--- src/rtl/mem_port_arbiter_pkg.sv ---
// -----------------------------------------------------------------------------
// mem_port_arbiter_pkg
// Shared definitions for the fetch/data memory-port arbiter:
//   state_e        : arbiter FSM states (IDLE, BUSY, RESP)
//   OWNER_I/OWNER_D: encoding of the access owner (fetch / data)
//   ADDR_W_DEFAULT : default byte-address width
// -----------------------------------------------------------------------------
`timescale 1ns/1ps
package mem_port_arbiter_pkg;

  typedef enum logic [1:0] {
    IDLE = 2'd0,
    BUSY = 2'd1,
    RESP = 2'd2
  } state_e;

  localparam logic OWNER_I = 1'b0;
  localparam logic OWNER_D = 1'b1;

  localparam int unsigned ADDR_W_DEFAULT = 22;

endpackage

--- src/rtl/mem_port_arbiter_prio2.sv ---
// -----------------------------------------------------------------------------
// arb_prio2
// Two-input priority select with a fetch starvation guard. The data input has
// priority; once fetch has lost STARVE_MAX consecutive ties, fetch wins the
// next tie. The starvation counter saturates at STARVE_MAX.
// Ports:
//   clk, reset    : clock, asynchronous active-low reset
//   arb_en_i      : arbitration allowed this cycle (FSM in IDLE)
//   req_i_i       : fetch request
//   req_d_i       : data request
//   gnt_valid_o   : a grant is issued this cycle
//   gnt_owner_o   : owner of the grant (OWNER_I / OWNER_D)
// -----------------------------------------------------------------------------
`timescale 1ns/1ps
module arb_prio2
  import mem_port_arbiter_pkg::*;
#(
  parameter int unsigned STARVE_MAX = 4
) (
  input  logic clk,
  input  logic reset,
  input  logic arb_en_i,
  input  logic req_i_i,
  input  logic req_d_i,
  output logic gnt_valid_o,
  output logic gnt_owner_o
);

  localparam int unsigned CW = $clog2(STARVE_MAX + 1);

  logic [CW-1:0] starve_q, starve_d;
  logic          starved;

  assign starved = (starve_q == CW'(STARVE_MAX));

  always_comb begin
    gnt_valid_o = arb_en_i & (req_i_i | req_d_i);
    gnt_owner_o = (req_d_i && !(req_i_i && starved)) ? OWNER_D : OWNER_I;

    starve_d = starve_q;
    if (gnt_valid_o) begin
      if (gnt_owner_o == OWNER_I) begin
        starve_d = '0;
      end else if (req_i_i && !starved) begin
        starve_d = starve_q + CW'(1);
      end
    end
  end

  always_ff @(posedge clk or negedge reset) begin
    if (!reset) begin
      starve_q <= '0;
    end else begin
      starve_q <= starve_d;
    end
  end

endmodule

--- src/rtl/mem_port_arbiter.sv ---
// -----------------------------------------------------------------------------
// mem_port_arbiter
// Shares one physical memory port between the fetch stage (read-only) and the
// memory stage (load/store). Each access is sequenced IDLE -> BUSY -> RESP;
// the owner gets a one-cycle ack (with err on timeout) and its read data.
// Ports:
//   clk, reset                      : clock, asynchronous active-low reset
//   i_req/i_addr                    : fetch request and byte address
//   i_rdata/i_ack/i_err             : fetch response
//   d_req/d_we/d_addr/d_wstrb/d_wdata : data request
//   d_rdata/d_ack/d_err             : data response
//   mem_valid/mem_we/mem_addr/mem_wstrb/mem_wdata : memory request (registered)
//   mem_rdata/mem_ready             : memory response
//   grant_d                         : owner of current/last access (1 = data)
// -----------------------------------------------------------------------------
`timescale 1ns/1ps
module mem_port_arbiter
  import mem_port_arbiter_pkg::*;
#(
  parameter int unsigned ADDR_W     = ADDR_W_DEFAULT,
  parameter int unsigned STARVE_MAX = 4,
  parameter int unsigned TIMEOUT    = 64
) (
  input  logic              clk,
  input  logic              reset,
  input  logic              i_req,
  input  logic [ADDR_W-1:0] i_addr,
  output logic [31:0]       i_rdata,
  output logic              i_ack,
  output logic              i_err,
  input  logic              d_req,
  input  logic              d_we,
  input  logic [ADDR_W-1:0] d_addr,
  input  logic [3:0]        d_wstrb,
  input  logic [31:0]       d_wdata,
  output logic [31:0]       d_rdata,
  output logic              d_ack,
  output logic              d_err,
  output logic              mem_valid,
  output logic              mem_we,
  output logic [ADDR_W-1:0] mem_addr,
  output logic [3:0]        mem_wstrb,
  output logic [31:0]       mem_wdata,
  input  logic [31:0]       mem_rdata,
  input  logic              mem_ready,
  output logic              grant_d
);

  localparam int unsigned TW = $clog2(TIMEOUT + 1);

  state_e            state_q;
  logic [TW-1:0]     tmo_q;
  logic              grant_d_q;
  logic              mem_valid_q;
  logic              mem_we_q;
  logic [ADDR_W-1:0] mem_addr_q;
  logic [3:0]        mem_wstrb_q;
  logic [31:0]       mem_wdata_q;
  logic [31:0]       i_rdata_q;
  logic [31:0]       d_rdata_q;
  logic              i_ack_q, d_ack_q;
  logic              i_err_q, d_err_q;

  logic              gnt_valid;
  logic              gnt_owner;
  logic [ADDR_W-1:0] sel_addr;
  logic              tmo_hit;

  arb_prio2 #(
    .STARVE_MAX(STARVE_MAX)
  ) u_arb (
    .clk        (clk),
    .reset      (reset),
    .arb_en_i   (state_q == IDLE),
    .req_i_i    (i_req),
    .req_d_i    (d_req),
    .gnt_valid_o(gnt_valid),
    .gnt_owner_o(gnt_owner)
  );

  assign sel_addr = (gnt_owner == OWNER_D) ? d_addr : i_addr;
  assign tmo_hit  = (tmo_q == TW'(TIMEOUT - 1));

  always_ff @(posedge clk or negedge reset) begin
    if (!reset) begin
      state_q     <= IDLE;
      tmo_q       <= '0;
      grant_d_q   <= OWNER_I;
      mem_valid_q <= 1'b0;
      mem_we_q    <= 1'b0;
      mem_addr_q  <= '0;
      mem_wstrb_q <= '0;
      mem_wdata_q <= '0;
      i_rdata_q   <= '0;
      d_rdata_q   <= '0;
      i_ack_q     <= 1'b0;
      d_ack_q     <= 1'b0;
      i_err_q     <= 1'b0;
      d_err_q     <= 1'b0;
    end else begin
      // Acks and errors are single-cycle pulses raised on entry to RESP.
      i_ack_q <= 1'b0;
      d_ack_q <= 1'b0;
      i_err_q <= 1'b0;
      d_err_q <= 1'b0;

      unique case (state_q)
        IDLE: begin
          if (gnt_valid) begin
            grant_d_q   <= gnt_owner;
            mem_valid_q <= 1'b1;
            mem_we_q    <= (gnt_owner == OWNER_D) & d_we;
            mem_addr_q  <= sel_addr & ~ADDR_W'(3);
            mem_wstrb_q <= (gnt_owner == OWNER_D) ? d_wstrb : '0;
            mem_wdata_q <= (gnt_owner == OWNER_D) ? d_wdata : '0;
            tmo_q       <= '0;
            state_q     <= BUSY;
          end
        end

        BUSY: begin
          if (mem_ready || tmo_hit) begin
            // mem_ready wins over a coincident timeout: the data is real.
            mem_valid_q <= 1'b0;
            state_q     <= RESP;
            if (grant_d_q == OWNER_D) begin
              d_ack_q <= 1'b1;
              d_err_q <= ~mem_ready;
              if (mem_ready && !mem_we_q) begin
                d_rdata_q <= mem_rdata;
              end
            end else begin
              i_ack_q <= 1'b1;
              i_err_q <= ~mem_ready;
              if (mem_ready) begin
                i_rdata_q <= mem_rdata;
              end
            end
          end else begin
            tmo_q <= tmo_q + TW'(1);
          end
        end

        RESP: begin
          tmo_q   <= '0;
          state_q <= IDLE;
        end

        default: state_q <= IDLE;
      endcase
    end
  end

  assign mem_valid = mem_valid_q;
  assign mem_we    = mem_we_q;
  assign mem_addr  = mem_addr_q;
  assign mem_wstrb = mem_wstrb_q;
  assign mem_wdata = mem_wdata_q;
  assign i_rdata   = i_rdata_q;
  assign d_rdata   = d_rdata_q;
  assign i_ack     = i_ack_q;
  assign d_ack     = d_ack_q;
  assign i_err     = i_err_q;
  assign d_err     = d_err_q;
  assign grant_d   = grant_d_q;

endmodule

--- config.mk ---
export PLATFORM = sky130hd
export DESIGN_NAME = mem_port_arbiter
export DESIGN_NICKNAME = d
export VERILOG_FILES = /design/src/rtl/mem_port_arbiter_pkg.sv /design/src/rtl/mem_port_arbiter_prio2.sv /design/src/rtl/mem_port_arbiter.sv
export SDC_FILE = /design/constraint.sdc
export NUM_CORES = 1
export LEC_CHECK = 0
export BUFFER_PORTS_ARGS = -buffer_cell sky130_fd_sc_hd__buf_2
export CORE_MARGIN = 2
export CORE_UTILIZATION = 48
export CTS_CLUSTER_DIAMETER = 100
export DETAILED_ROUTE_END_ITERATION = 8
export PLACE_DENSITY_LB_ADDON = 0.25
export SLEW_MARGIN = 0
export SYNTH_ARGS = -nofsm -noshare
export SYNTH_HDL_FRONTEND = slang
export SYNTH_HIERARCHICAL = 1
export SYNTH_SLANG_ARGS = --single-unit
--- constraint.sdc ---
create_clock -name clk -period 2.3 [get_ports clk]
set_clock_uncertainty 0.15 [all_clocks]
set_input_delay 0.46 -clock clk [delete_from_list [all_inputs] [get_ports clk]]
set_output_delay 0.46 -clock clk [all_outputs]
set_load 0.02 [all_outputs]
==> out/summary.md, run 1 <==
VDD sags by at most 0.639 mV. Number of enable-type register cells in the synthesized netlist: 0. The most critical setup path has its endpoint at d_rdata[15]. The checks that failed: design-rule violations. The per-cell via count in the routed design was 5.05. During I/O placement, the number of pins put on the boundary was 247. The total count of max-transition violations in the final report is 0, and the number of nets in the finished design is 841.

The global-route usage over all layers is 0.214, and the number of levels the H-tree was split into is 4. The number of buffer and inverter stages on the critical path works out to 1. The tools report the worst slack at placement as 0.361 ns. After routing, the total negative slack on setup checks comes to 0 ns.

The clock buffer count from CTS is 17, and the max-cap check violation count is 0. Share of the cycle needed by the critical path after routing: 0.849. The detailed router finished its first iteration with 285 violations. Data arrives at the worst endpoint at 2.09 ns.

The fraction of synthesis flops using an asynchronous set or reset pin is 1.00. The count of buffers added on input and output ports is 240. The clock passes through at most 2 buffers. The run finished, with violations left.

The number of cells on the worst reg-to-reg path came out at 5. The logs give 0.608 for the sequential cell area fraction in the yosys report and 0 for the final-report hold violation count. Launching element of the worst setup path: state_q[0]. The floorplan step defined a die boundary enclosing 12,800 um2.

The leakage component of the power was 3.97 nW; the count of yosys warnings during synthesis was 6. In the layout the commonest cells are buf_2, dfrtp_1, nand2_1, mux2_2, o21ai_0. Routability-driven placement finished with a final weighted congestion of 0.815.

In the final routed layout, each cell accounts on average for 15.2 um. The die is 113 um wide. The clock edge transition at the registers on the reported setup and hold paths came out at 0.06 ns.

The number of cells after detailed placement is 843, and the top fanout value on the critical path is 32. The starting density of the core is 0.497, and the register bit count reported by yosys is 139. From bottom edge to top edge, the die measures 113 um. The tree is rooted in a clkbuf_16. The core region is 11,500 um2. The run gives 0.358 as the share of power burned in registers. Dividing the synthesized area by the synthesized cell count gives 12.0 um2. The share of post-route cells with drive strength above 1 is 0.483. The number of antenna violations at the first check in global routing was 0; the number of DRC violations after detailed routing was 19. TritonCTS built the clock tree. The antenna diode count is 0. At the later pin of the worst-skew pair, clock insertion delay measures 0.41 ns. The logs give 4,490 for the number of global-route vias before repair and 9.58 mm for the HPWL reported at the end of detailed placement. Leaving out fill and tap cells, the most frequent cell in the layout is buf_2.

The critical path goes through nor2b_4 > nand2_2 > nor3_4 > buf_12 > mux2_2. The run gives 0.392 as the combinational share of power. The switching part of the total came out at 0.380. After the flow finishes, the layout carries non-filler instances totaling 876. Among all stages on the critical path, the largest delay is contributed by dfrtp_1. Critical path's top delay family: flip-flops.

For the synthesized cell area, the log shows 5720 um2. Startpoint of the lowest-slack register-to-register path: state_q[0]. The wire length after detailed routing is 13.3 mm. For the overflow left after global routing, the log shows 0. For this design the ratio of total power to cell area is 1470 nW/um2. For this design the total switching power over the nets is 4.35 mW. Critical path launch point type: a flip-flop. The proportion of power drawn by the clock network was 0.250; the number of instances in the synthesized netlist was 477. The kind of capture point of the worst setup path was a flip-flop.

Total power for the finished layout comes to 11.5 mW. In the synthesized netlist the dominant register cell turns out to be dfrtp_1. The first detailed-routing pass ran for 7 iterations. The internal reg-to-reg setup slack was 0.35 ns; the data required time at the worst endpoint was 2.43 ns. Relative to the synthesized area, the layout overhead comes to 36.0%.

The largest net degree at the start of global routing was 50; the depth of the critical timing path with buffers and inverters included was 5. Final-layout worst hold slack: 0.134 ns. In this run the critical register-to-register path is captured at d_rdata[15].

The final route contains 4,428 vias. The worst path meets setup with 0.346 ns of slack. Counting every sink on the clock net gives 139. For the final setup violation count, the log shows 0.

Setup repair after global routing left no endpoint under its margin. The highest cell delay on the worst timing path was 0.54 ns; the timing-limited maximum frequency was 512 MHz. The logs give 21.5 mm for the wire length of the first global-routing pass and 39 for the number of cell rows. In this run, distinct cell masters in the synthesized netlist total 46. The internal portion of the total power is 7.11 mW.

The final critical path time including I/O delays and setup was 1.95 ns. Path category of the worst min-delay check: in -> reg. The remaining number of nets flagged by the antenna check after routing was 0. The path type of the worst setup path is reg -> reg.
-- registers in the layout, indices dropped and copies added (netlist names) --
| name | count |
|---|---|
| d_rdata | 32 |
| i_rdata | 32 |
| mem_wdata | 32 |
| mem_addr | 20 |
| tmo_q | 7 |
| mem_wstrb | 4 |
| u_arb/starve_q | 3 |
| state_q | 2 |
| d_ack | 1 |
| d_err | 1 |
| grant_d | 1 |
| i_ack | 1 |
| i_err | 1 |
| mem_valid | 1 |
| mem_we | 1 |
-- cells in the mapped netlist (2+ instances only) --
| cell | count | area share |
|---|---|---|
| dfrtp_1 | 139 | 0.61 |
| nand2b_1 | 2 | 0.0022 |
| nor2_1 | 8 | 0.0053 |
| buf_2 | 6 | 0.0053 |
| inv_1 | 7 | 0.0046 |
| a21boi_0 | 3 | 0.0039 |
| nor3b_1 | 2 | 0.0026 |
| buf_4 | 3 | 0.0039 |
| a21oi_1 | 2 | 0.0018 |
| o21ai_0 | 59 | 0.052 |
| o21a_1 | 3 | 0.0039 |
| clkbuf_1 | 13 | 0.0085 |
| nor3_1 | 5 | 0.0044 |
| mux2_2 | 61 | 0.12 |
| buf_6 | 7 | 0.014 |
| mux2_1 | 4 | 0.0079 |
| ha_1 | 3 | 0.0066 |
| nor3_4 | 2 | 0.0057 |
| a211o_1 | 2 | 0.0031 |
| nand2_1 | 101 | 0.066 |
| mux2i_1 | 20 | 0.035 |
-- routing by layer --
metal | GRT usage | part of all wire
met5 | 0 | 0
met4 | 0.104 | 0.016
met3 | 0.0611 | 0.083
met2 | 0.357 | 0.50
met1 | 0.257 | 0.40
-- power groups by stage --
stage | Sequential [mW] | Clock, mW | Combinational (mW)
floorplan | 5.29 | 0 | 1.66
detailed placement | 4.12 | 0 | 4.54
finish | 4.11 | 2.86 | 4.49
CTS | 4.11 | 2.93 | 4.55
global route | 4.24 | 3.03 | 4.86
global placement | 4.05 | 0 | 4.42
-- final cells by class --
type / count / area [um2]
Tap cell: 143 / 179
Inverter: 7 / 26.3
Fill cell: 895 / 3740
Multi-Input combinational cell: 303 / 2060
Clock inverter: 14 / 195
Sequential cell: 139 / 3480
Timing Repair Buffer: 252 / 1400
Clock buffer: 18 / 439
-- kinds of logic (layout without fill, tap and decap cells) --
family	count (synthesis)	count (layout)	share of synthesized area
compound gates	81	81	0.0827
fa+ha+maj	3	3	0.00657
buf+inv	36	291	0.0361
flops	139	139	0.608
mux	85	85	0.163
other cells	1	2	0.000656
simple gates	132	132	0.103
-- stage by stage --
| stage | utilization | area (um2) |
|---|---|---|
| detailed placement | 0.619 | 7130 |
| CTS | 0.675 | 7780 |
| global route | 0.675 | 7780 |
| finish | 0.675 | 7780 |
| global placement | 0.619 | 7130 |
| floorplan | - | 5720 |
-- worst min path at each step --
| stage | startpoint | endpoint | depth (start not counted) |
|---|---|---|---|
| 4_1_cts | mem_rdata[7] | d_rdata[7] | 2 |
| 6_report | mem_rdata[7] | d_rdata[7] | 2 |
| 3_5_place_dp | reset | i_rdata[24] | 1 |
| 2_1_floorplan | reset | d_ack | 0 |
| 5_1_grt | mem_rdata[7] | d_rdata[7] | 2 |
| 3_3_place_gp | reset | d_rdata[24] | 1 |
-- what timing repair did --
item | CTS | global route
gates resized for setup | 0 | 0
setup buffers | 0 | 0
hold buffers | 1 | 0
endpoints found under the hold margin | 28 | 0
Note: power is estimated with default switching activity, not from simulation.
==> run 2: changes to the inputs <==
==> constraint.sdc (replaced) <==
create_clock -name clk -period 1.8 [get_ports clk]
set_clock_uncertainty 0.15 [all_clocks]
set_input_delay 0.36 -clock clk [delete_from_list [all_inputs] [get_ports clk]]
set_output_delay 0.36 -clock clk [all_outputs]
set_load 0.02 [all_outputs]
==> run 2 against run 1 <==
  * The run still ends with design-rule violations left
  * Clock-buffer cell count rose by 7
  * Critical path depth up 1
  * Worst hold slack got worse by 0.095 ns
  * Core utilization grew 2.7 points
  * Fmax grew 11%
  * Die area unchanged
  * Non-clock buffer count increased by 30
  * Total power rose by 31%
  * Cell count grew 3.4%
  * Largest cell class unchanged
  * Largest power group unchanged
==> out/summary.md, run 2 (synthesized netlist as in run 1, its figures left out) <==
The flow ran to the end, but the final reports show violations. The final reports fail on design-rule violations. For this run the aggregate overflow at the end of global routing stands at 0. The synthesis-to-finish area growth came out at 41.4%. Clock root buffer: clkbuf_16. Detailed placement finished with a half-perimeter wire length of 10.1 mm. In the layout the commonest cells are buf_2, dfrtp_1, nand2_1, mux2_2, o21ai_0.

The starting density of the core was 0.497. The share of post-route cells with drive strength above 1 was 0.509; the largest net degree at the start of global routing was 63. The routed design could run at a clock period as short as 1.76 ns. Depth of the critical timing path with buffers and inverters included: 6.

Number of buffer and inverter stages on the critical path: 3. Clock tree synthesis inserted a total of 17 buffers. The startpoint of the lowest-slack register-to-register path is u_arb/starve_q[0]. On the critical path, the stage with the largest delay is an instance of dfrtp_1. Endpoint of the worst setup timing path: grant_d. The run gives 0 as the total count of max-transition violations in the final report. The run gives 4,639 as the number of global-route vias before repair.

With fillers left out, the area of the finished cells amounts to 8090 um2. The clock tree synthesis step divided the H-tree into 4 levels. Total clock sinks: 139. For this run, the top clock speed supported by timing is 568 MHz.

The run gives 4,552 as the via total after detailed routing. Among cell families on the critical path, the largest total delay comes from buffers and inverters. The tools report the max-cap check violation count as 0. The run gives 14.4 mm as the wire length after detailed routing. For the leakage component of the power, the log shows 4.15 nW. The die boundary height is 113 um. Setup violations remaining at the end of the flow were counted as 0. For this design the top-level I/O count stands at 247. In this run, the number of DRC markers left after iteration 0 of detailed routing was 232.

Traced cell by cell, the critical path runs through inv_1 > ha_4 > a31oi_4 > buf_6 > bufbuf_16 > mux2_2. For the global-route usage over all layers, the log shows 0.227. The library cell used most frequently in the layout, excluding fill and tap cells, is buf_2. Tracing the worst setup path back leads to its startpoint at u_arb/starve_q[0]. The largest single stage delay on the critical path is 0.38 ns.

Adding up every negative setup slack in the final design gives 0 ns. Power per cell area: 1860 nW/um2. The core outline area was 11,500 um2. After clock tree synthesis, the clock-pin slew on the worst setup and hold paths is 0.05 ns. The logs give 0 for the remaining number of nets flagged by the antenna check after routing and 0 for the antenna diode count. The number of cells on the worst reg-to-reg path is 6.

In this run the worst path has a maximum fanout of 13. The number of DRC violations after detailed routing was 18; the worst-case vdd ir drop was 1.18 mV. The net count of the finished layout is 871. The die is 113 um wide. STA classifies the critical path startpoint as a flip-flop. After layout, the design draws a total of 15.0 mW.

The first global-routing pass estimated 22.8 mm of wire. STA puts the critical path data required time at 1.93 ns. The logs give 7 for the number of search-and-repair iterations in the first detailed-routing pass and 0 for the number of antenna violations at the first check in global routing. The share of the cycle needed by the critical path after routing was 0.978; the clock latency on the worst-skew pair was 0.40 ns.

The average wire per cell in the routed design is 15.9 um, and the cell depth of the worst min-delay path is 2. The post-placement cell area came out at 7260 um2. The tools report the kind of capture point of the worst setup path as a flip-flop.

The endpoint identified for the worst register-to-register timing path is grant_d. TritonCTS built the clock tree. The worst setup path is of the reg -> reg kind. Counting along the longest clock path gives a buffer depth of 2. Buffers placed on the I/O ports in this run total 240. The number of cell rows is 39. After detailed routing, the number of vias per cell comes to 5.02. The final-report hold violation count is 0. Across all register-to-register paths, the minimum setup slack is 0.04 ns. Final hold analysis gives a worst-case slack of 0.0387 ns. At the end of routability-driven placement, the weighted congestion stood at 0.780.

The worst hold path belongs to the class in -> reg. The area of the die is 12,800 um2. The arrival time at the worst endpoint is 1.89 ns.
==> run 2: layout make-up <==
class / count / area [um2]
Sequential cell: 139 / 3480
Fill cell: 852 / 3430
Multi-Input combinational cell: 303 / 2090
Timing Repair Buffer: 282 / 1680
Clock buffer: 25 / 495
Tap cell: 143 / 179
Clock inverter: 7 / 135
Inverter: 7 / 26.3
==> run 2: power by group <==
group	total [mW]	switching (mW)	internal, mW
clock	3.68	1.22	2.46
sequential	5.21	0.734	4.48
combinational	6.12	3.65	2.47
==> run 2: worst min-delay path by stage <==
stage / from / endpoint
floorplan: reset / d_ack
global placement: reset / d_rdata[24]
detailed placement: reset / d_rdata[24]
CTS: mem_rdata[28] / d_rdata[28]
global route: d_wdata[22] / mem_wdata[22]
finish: mem_rdata[28] / d_rdata[28]
==> run 2: routing by layer <==
layer,GRT usage,up-vias,routed length [um],share of wire
met1,0.272,2164,5810,0.40
met2,0.392,193,7290,0.51
met4,0.0862,0,126,0.0088
met3,0.0627,10,1160,0.080
li1,-,2185,-,-
met5,0,-,0,0
==> run 2: what timing repair did <==
| action | 4_1_cts | 5_1_grt |
|---|---|---|
| buffers inserted | 3 | 9 |
| cloned | 1 | 1 |
| setup endpoints to repair | 4 | 88 |
| resized for setup | 3 | 18 |
| pin swaps | 1 | 1 |
| hold buffers | 1 | 0 |
| endpoints found under the hold margin | 39 | 0 |
==> run 2: through the flow <==
stage               cells  setup WS (ns)   util
floorplan             478        -0.0650      -
finish                906         0.0400  0.702
CTS                   896        0.00885  0.692
global placement      859         0.0681  0.630
global route          906       -0.00537  0.702
detailed placement    859        -0.0299  0.630
